`config.mk`:
```
export PLATFORM = sky130hd
export DESIGN_NAME = vga_debug_scan
export DESIGN_NICKNAME = d
export VERILOG_FILES = /design/src/rtl/vga_debug_scan.sv
export SDC_FILE = /design/constraint.sdc
export NUM_CORES = 1
export LEC_CHECK = 0
export CAP_MARGIN = 10
export CORE_MARGIN = 5
export CORE_UTILIZATION = 60
export CTS_BUF_LIST = sky130_fd_sc_hd__clkbuf_8 sky130_fd_sc_hd__clkbuf_16
export DETAILED_ROUTE_END_ITERATION = 7
export PLACE_DENSITY = 0.94
export SETUP_SLACK_MARGIN = 0.3
export SYNTH_ARGS = -nofsm -noshare
export SYNTH_HDL_FRONTEND = slang
export SYNTH_SLANG_ARGS = --single-unit
```
`constraint.sdc`:
```
create_clock -name clk -period 3.5 [get_ports clk]
set_input_delay 0.35 -clock clk [delete_from_list [all_inputs] [get_ports clk]]
set_output_delay 0.35 -clock clk [all_outputs]
set_load 0.02 [all_outputs]
```
`src/rtl/vga_debug_scan.sv`:
```
// Debug-monitor VGA scan engine: 800x600@72Hz timing, row index to the line mapper,
// and serialisation of the latched 16-bit word into coloured bit cells per scanline.
module vga_debug_scan #(
  parameter int          H_VIS    = 800,
  parameter int          H_FP     = 56,
  parameter int          H_SYNC   = 120,
  parameter int          H_BP     = 64,
  parameter int          V_VIS    = 600,
  parameter int          V_FP     = 37,
  parameter int          V_SYNC   = 6,
  parameter int          V_BP     = 23,
  parameter int          X0       = 80,
  parameter int          CELL_W   = 40,
  parameter int          CELL_GAP = 4,
  parameter logic [7:0]  FG       = 8'hFC,
  parameter logic [7:0]  DIM      = 8'h24,
  parameter logic [7:0]  BG       = 8'h00
) (
  input  logic        clk,
  input  logic        reset,
  input  logic [15:0] data,
  input  logic        all,
  output logic [10:0] row_o,
  output logic        hsync,
  output logic        vsync,
  output logic [7:0]  rgb,
  output logic        frame_start
);

  localparam logic [10:0] H_LAST   = 11'(H_VIS + H_FP + H_SYNC + H_BP - 1);
  localparam logic [10:0] V_LAST   = 11'(V_VIS + V_FP + V_SYNC + V_BP - 1);
  localparam logic [10:0] H_VIS_L  = 11'(H_VIS);
  localparam logic [10:0] V_VIS_L  = 11'(V_VIS);
  localparam logic [10:0] HS_FIRST = 11'(H_VIS + H_FP);
  localparam logic [10:0] HS_LAST  = 11'(H_VIS + H_FP + H_SYNC - 1);
  localparam logic [10:0] VS_FIRST = 11'(V_VIS + V_FP);
  localparam logic [10:0] VS_LAST  = 11'(V_VIS + V_FP + V_SYNC - 1);
  localparam logic [10:0] X_PRE    = 11'(X0 - 1);
  localparam logic [10:0] X_FIRST  = 11'(X0);
  localparam logic [10:0] X_END    = 11'(X0 + 16 * CELL_W);
  localparam logic [5:0]  PX_LAST  = 6'(CELL_W - 1);
  localparam logic [5:0]  PX_GAP   = 6'(CELL_W - CELL_GAP);

  logic [10:0] h_cnt_q, h_cnt_d;
  logic [10:0] v_cnt_q, v_cnt_d;
  logic [10:0] row_q, row_d;
  logic [15:0] data_q, data_d;
  logic        all_q, all_d;
  logic [3:0]  cell_idx_q, cell_idx_d;
  logic [5:0]  cell_px_q, cell_px_d;
  logic        cell_on_q, cell_on_d;
  logic        hsync_q, hsync_d;
  logic        vsync_q, vsync_d;
  logic [7:0]  rgb_q, rgb_d;
  logic        frame_start_q, frame_start_d;
  logic        visible;
  logic        in_cells;

  always_comb begin
    h_cnt_d = h_cnt_q + 11'd1;
    v_cnt_d = v_cnt_q;
    if (h_cnt_q == H_LAST) begin
      h_cnt_d = '0;
      v_cnt_d = (v_cnt_q == V_LAST) ? '0 : v_cnt_q + 11'd1;
    end

    // Next line's row goes out at the start of hblank so the mapper has the whole blank to settle.
    row_d = row_q;
    if (h_cnt_q == H_VIS_L) begin
      row_d = (v_cnt_q == V_LAST) ? '0 : v_cnt_q + 11'd1;
    end

    data_d = data_q;
    all_d  = all_q;
    if (h_cnt_q == H_LAST) begin
      data_d = data;
      all_d  = all;
    end

    cell_on_d  = cell_on_q;
    cell_idx_d = cell_idx_q;
    cell_px_d  = cell_px_q;
    if (h_cnt_q == X_PRE) begin
      cell_on_d  = 1'b1;
      cell_idx_d = '0;
      cell_px_d  = '0;
    end else if (cell_on_q) begin
      if (cell_px_q == PX_LAST) begin
        cell_px_d = '0;
        if (cell_idx_q == 4'd15) begin
          cell_on_d = 1'b0;
        end else begin
          cell_idx_d = cell_idx_q + 4'd1;
        end
      end else begin
        cell_px_d = cell_px_q + 6'd1;
      end
    end

    visible  = (h_cnt_q < H_VIS_L) && (v_cnt_q < V_VIS_L);
    in_cells = (h_cnt_q >= X_FIRST) && (h_cnt_q < X_END);

    rgb_d = BG;
    if (!visible) begin
      rgb_d = 8'h00;
    end else if (all_q || !in_cells || !cell_on_q) begin
      rgb_d = BG;
    end else if (cell_px_q >= PX_GAP) begin
      rgb_d = BG;
    end else begin
      rgb_d = data_q[4'd15 - cell_idx_q] ? FG : DIM;
    end

    hsync_d       = (h_cnt_q >= HS_FIRST) && (h_cnt_q <= HS_LAST);
    vsync_d       = (v_cnt_q >= VS_FIRST) && (v_cnt_q <= VS_LAST);
    frame_start_d = (h_cnt_q == '0) && (v_cnt_q == '0);
  end

  always_ff @(posedge clk or posedge reset) begin
    if (reset) begin
      h_cnt_q       <= '0;
      v_cnt_q       <= '0;
      row_q         <= '0;
      data_q        <= '0;
      all_q         <= 1'b1;
      cell_on_q     <= 1'b0;
      cell_idx_q    <= '0;
      cell_px_q     <= '0;
      hsync_q       <= 1'b0;
      vsync_q       <= 1'b0;
      rgb_q         <= BG;
      frame_start_q <= 1'b0;
    end else begin
      h_cnt_q       <= h_cnt_d;
      v_cnt_q       <= v_cnt_d;
      row_q         <= row_d;
      data_q        <= data_d;
      all_q         <= all_d;
      cell_on_q     <= cell_on_d;
      cell_idx_q    <= cell_idx_d;
      cell_px_q     <= cell_px_d;
      hsync_q       <= hsync_d;
      vsync_q       <= vsync_d;
      rgb_q         <= rgb_d;
      frame_start_q <= frame_start_d;
    end
  end

  assign row_o       = row_q;
  assign hsync       = hsync_q;
  assign vsync       = vsync_q;
  assign rgb         = rgb_q;
  assign frame_start = frame_start_q;

endmodule

```
==> report_table.html <==
<table>
<tr><th>Metric</th><th>Value</th></tr>
<tr><th colspan="2">Run status</th></tr>
<tr><td>Result of the run</td><td>completed</td></tr>
<tr><th colspan="2">Die</th></tr>
<tr><td>Top-Level Pins</td><td>slightly above 40</td></tr>
<tr><td>FP Rows</td><td>27</td></tr>
<tr><td>Area of the die</td><td>about 0.0074 mm2</td></tr>
<tr><td>Placeable core region</td><td>between 0.005 and 0.006 mm2</td></tr>
<tr><td>Die outline height</td><td>roughly 86 um</td></tr>
<tr><td>X dimension of the die</td><td>about 86 um</td></tr>
<tr><td>Effective utilization at floorplan</td><td>62.4%</td></tr>
<tr><th colspan="2">Worst setup path</th></tr>
<tr><td>Arrival time worst endpoint</td><td>2.47 ns</td></tr>
<tr><td>Crit Reg-Reg Endpoint</td><td>row_o[4]$_DFFE_PP0P_</td></tr>
<tr><td>FF-to-FF setup slack</td><td>between 1 and 1.5 ns</td></tr>
<tr><td>Worst R2R Start</td><td>h_cnt_q[0]$_DFF_PP0_</td></tr>
<tr><td>Crit Path Category</td><td>register to register</td></tr>
<tr><td>Worst Path Max Fanout</td><td>20</td></tr>
<tr><td>Crit path required time</td><td>3.75 ns</td></tr>
<tr><td>Critical Path Sink Type</td><td>register</td></tr>
<tr><td>Capturing element of the worst setup path</td><td>row_o[4]$_DFFE_PP0P_</td></tr>
<tr><td>Depth of the worst register-to-register path</td><td>6</td></tr>
<tr><td>Setup crit start kind</td><td>register</td></tr>
<tr><td>Setup crit start</td><td>h_cnt_q[0]$_DFF_PP0_</td></tr>
<tr><th colspan="2">Detailed routing</th></tr>
<tr><td>Final WL</td><td>7740 um</td></tr>
<tr><td>Number of routed nets with antenna violations</td><td>0</td></tr>
<tr><td>Vias per Instance</td><td>approximately 6</td></tr>
<tr><td>DR WL/cell</td><td>between 15 and 20 um</td></tr>
<tr><td>Pre-Repair DR Iteration Count</td><td>6</td></tr>
<tr><td>Total via count in the routed design</td><td>~2,800</td></tr>
<tr><td>Residual DRC count</td><td>0</td></tr>
<tr><td>1st-iter DRT viols</td><td>286</td></tr>
<tr><th colspan="2">Pwr</th></tr>
<tr><td>Sequential share of power</td><td>between 50% and 60%</td></tr>
<tr><td>Clock network fraction of total power</td><td>between 40% and 50%</td></tr>
<tr><td>Ratio of total power to cell area</td><td>about 370 mW/mm2</td></tr>
<tr><td>Switch Pwr</td><td>0.296 mW</td></tr>
<tr><td>VDD IR max</td><td>roughly 0.31 mV</td></tr>
<tr><td>Switching power as a share of total power</td><td>20.0%</td></tr>
<tr><td>Cell-internal power</td><td>about 1.2 mW</td></tr>
<tr><td>Portion of total power attributed to combinational logic</td><td>under 10%</td></tr>
<tr><td>Leakage power figure</td><td>between 1.5 and 2 nW</td></tr>
<tr><th colspan="2">Clock network</th></tr>
<tr><td>Clock tree from TritonCTS</td><td>done</td></tr>
<tr><td>H-Tree Level Count</td><td>3</td></tr>
<tr><td>Longest Clk Path Bufs</td><td>2</td></tr>
<tr><td>CTS Sinks</td><td>66</td></tr>
<tr><td>Hold-fix buffers, CTS</td><td>0</td></tr>
<tr><td>Buffers inserted during post-CTS setup optimization</td><td>0</td></tr>
<tr><td>Insertion delay of the later-clocked pin in the worst-skew pair</td><td>0.34 ns</td></tr>
<tr><td>Number of resized instances in the post-cts repair step</td><td>0</td></tr>
<tr><td>Number of buffers created by CTS</td><td>9</td></tr>
<tr><td>Library cell used as clock root buffer</td><td>clkbuf_8</td></tr>
<tr><td>Clock edge transition at the registers on the reported setup and hold paths</td><td>0.07 ns</td></tr>
<tr><th colspan="2">STA</th></tr>
<tr><td>Total negative slack for setup checks</td><td>0 ns</td></tr>
<tr><td>Worst relative slew slack</td><td>between 40% and 50%</td></tr>
<tr><td>Minimum clock period after layout</td><td>2.22 ns</td></tr>
<tr><td>Maximum clock skew at final layout</td><td>0.00444 ns</td></tr>
<tr><td>RSZ-0062 raised after global routing</td><td>no</td></tr>
<tr><td>Achievable Freq</td><td>between 0.4 and 0.5 GHz</td></tr>
<tr><td>Final number of setup-violating endpoints</td><td>0</td></tr>
<tr><td>Slew at the pin closest to its max-slew limit</td><td>0.797 ns</td></tr>
<tr><td>Final max-slew violation count</td><td>0</td></tr>
<tr><td>Tcrit/Tclk final</td><td>around 63%</td></tr>
<tr><td>Final number of hold-violating endpoints</td><td>0</td></tr>
<tr><th colspan="2">Place</th></tr>
<tr><td>Number of buffers inserted by port buffering</td><td>38</td></tr>
<tr><td>Routability-driven placement congestion ratio</td><td>slightly below 0.9</td></tr>
<tr><td>Hpwl dp</td><td>between 5000 and 6000 um</td></tr>
<tr><th colspan="2">Synthesis</th></tr>
<tr><td>Fraction of post-synthesis cell area in the top cell type by area</td><td>between 40 and 50%</td></tr>
<tr><td>Share of flip-flops with an asynchronous set or reset</td><td>100%</td></tr>
<tr><td>Instance count of the mapped netlist</td><td>around 370</td></tr>
<tr><td>Number of flops mapped to enable cells by yosys</td><td>0</td></tr>
<tr><td>Most instantiated flip-flop cell in the synthesis netlist</td><td>dfrtp_1</td></tr>
<tr><td>Count of state elements after synthesis</td><td>66</td></tr>
<tr><td>Synthesized area divided by synthesized cell count</td><td>~9.5 um2</td></tr>
<tr><td>Distinct cells, synth</td><td>51</td></tr>
<tr><td>Mapped Area</td><td>0.00348 mm2</td></tr>
<tr><td>Area leader, netlist</td><td>dfrtp_1</td></tr>
<tr><td>Top cells by area, synth</td><td>dfrtp_1, nand2_1, xnor2_1</td></tr>
<tr><td>Seq/Total Area, Yosys</td><td>a little under half</td></tr>
<tr><td>Total of warnings raised by yosys</td><td>0</td></tr>
<tr><th colspan="2">Cells and area</th></tr>
<tr><td>Ant diodes</td><td>0</td></tr>
<tr><td>Utilization of the core after routing</td><td>between 70% and 80%</td></tr>
<tr><td>Layout-stage area growth over the synthesis result</td><td>15.4%</td></tr>
<tr><td>Fill cell count</td><td>~370</td></tr>
<tr><td>Number of nets in the layout</td><td>412</td></tr>
<tr><td>Layout cell share with drive strength beyond 1</td><td>about 7.4%</td></tr>
<tr><th colspan="2">GRT</th></tr>
<tr><td>Aggregate global-route resource usage</td><td>between 20% and 30%</td></tr>
<tr><td>Total congestion overflow</td><td>0</td></tr>
<tr><td>Vias in the first global route</td><td>2,717</td></tr>
<tr><td>Global-route wire length before repair</td><td>between 10,000 and 15,000 um</td></tr>
<tr><td>Antenna violations before repair</td><td>0</td></tr>
<tr><td>Pin count of the biggest net entering global routing</td><td>38</td></tr>
<tr><th colspan="2">Flow run</th></tr>
<tr><td>Maxcap violations</td><td>0</td></tr>
<tr><th colspan="2">Min path</th></tr>
<tr><td>Class of the tightest hold or removal check</td><td>input port to async pin</td></tr>
</table>
## power groups by stage
stage	clock (mW)	sequential, mW	combinational, mW
3_3_place_gp	0	0.777	0.0394
6_report	0.678	0.763	0.0397
5_1_grt	0.723	0.762	0.0446
3_5_place_dp	0	0.777	0.0402
4_1_cts	0.687	0.763	0.0407
2_1_floorplan	0	0.777	0.0149
## placed cells by master, fill, tap and decap left out, drive strengths merged, types with 2 or more instances in the layout
cell | Yosys | final
nand2 | 76 | 76
dfrtp | 65 | 65
clkdlybuf4s50 | 0 | 38
nor2 | 22 | 22
o21ai | 22 | 22
nand4 | 15 | 15
clkbuf | 7 | 13
xnor2 | 12 | 12
a21oi | 11 | 11
inv | 9 | 11
nand3 | 10 | 10
xor2 | 8 | 8
ha | 8 | 8
and4 | 5 | 5
o31ai | 5 | 5
nor3 | 5 | 5
or3 | 5 | 5
and3 | 4 | 4
and2 | 4 | 4
a21o | 4 | 4
mux4 | 4 | 4
a22o | 4 | 4
nor4 | 4 | 4
nor4b | 3 | 3
a31oi | 3 | 3
mux2i | 3 | 3
nor2b | 2 | 2
nand2b | 2 | 2
a211oi | 2 | 2
and3b | 2 | 2
conb | 1 | 2
buf | 25 | 2
## synthesized netlist by cell type, types with 5 or more instances
library cell,n
a21oi_1,11
and4_1,5
buf_2,15
buf_4,9
clkbuf_1,5
dfrtp_1,65
ha_1,8
inv_1,9
nand2_1,76
nand3_1,10
nand4_1,14
nor2_1,21
nor3_1,5
o21ai_0,18
o31ai_1,5
or3_1,5
xnor2_1,12
xor2_1,8
## per-stage QoR
step	instance area, um2	hold WS (ns)	power, mW	worst slack, ns	std cells
after floorplan	3480	0.433	0.792	1.50	366
after global placement	3800	0.453	0.816	1.43	446
after detailed placement	3800	0.460	0.817	1.36	446
after CTS	4020	0.476	1.49	1.25	462
after global routing	4020	0.495	1.53	1.07	462
final	4020	0.472	1.48	1.28	462
## state kept, by name (all words and copies together) (netlist names), 2 cells and up
register / count
cell_idx_q: 4
cell_px_q: 6
data_q: 16
h_cnt_q: 11
rgb: 2
row_o: 11
v_cnt_q: 11
## how the worst min path moves through the flow
stage,end,slack (ns)
after global routing,data_q[9]$_DFFE_PP0N_,0.49
after detailed placement,data_q[9]$_DFFE_PP0N_,0.46
after floorplan,all_q$_DFFE_PP1N_,0.43
after global placement,data_q[14]$_DFFE_PP0N_,0.45
final,cell_px_q[1]$_DFFE_PP0P_,0.47
after CTS,data_q[9]$_DFFE_PP0N_,0.48
## worst max-delay path, stage by stage, from the launching register on
cell and delay, ns:
dfrtp_1 0.44, inv_1 0.09, ha_1 0.14, nor4b_1 0.31, nand3_1 0.56, nand2b_1 0.37, o21ai_0 0.21
## cell families (layout without fill, tap and decap cells)
group | Yosys count | in the layout | synth area share [%]
muxes | 7 | 7 | 3.45
other | 1 | 2 | 0.108
DFF | 66 | 66 | 47.5
and+or+nand+nor | 164 | 164 | 24.4
AOI/OAI and AO/OA | 58 | 58 | 10.5
buffers and inverters | 41 | 65 | 6.22
xor gates and xnor gates | 20 | 20 | 5.03
adders and majority gates | 8 | 8 | 2.88
## cell type report
class / count / area (um2) / area share, %
clock buffers: 13 / 179 / 4.45
clock inverters: 3 / 37.5 / 0.935
inverters: 9 / 33.8 / 0.841
multi-input cells: 259 / 1620 / 40.2
flip-flops and latches: 66 / 1650 / 41.2
well taps: 72 / 90.1 / 2.24
repair buffers: 40 / 408 / 10.2
## routing by layer
layer	vias up	global-route usage, %	share of wire, %
met2	120	36.7	51
met4	0	8.78	2.1
met5	-	0	0
li1	1294	-	-
met3	21	5.96	6.1
met1	1343	29.1	41
Power figures use the tool's default switching activity.
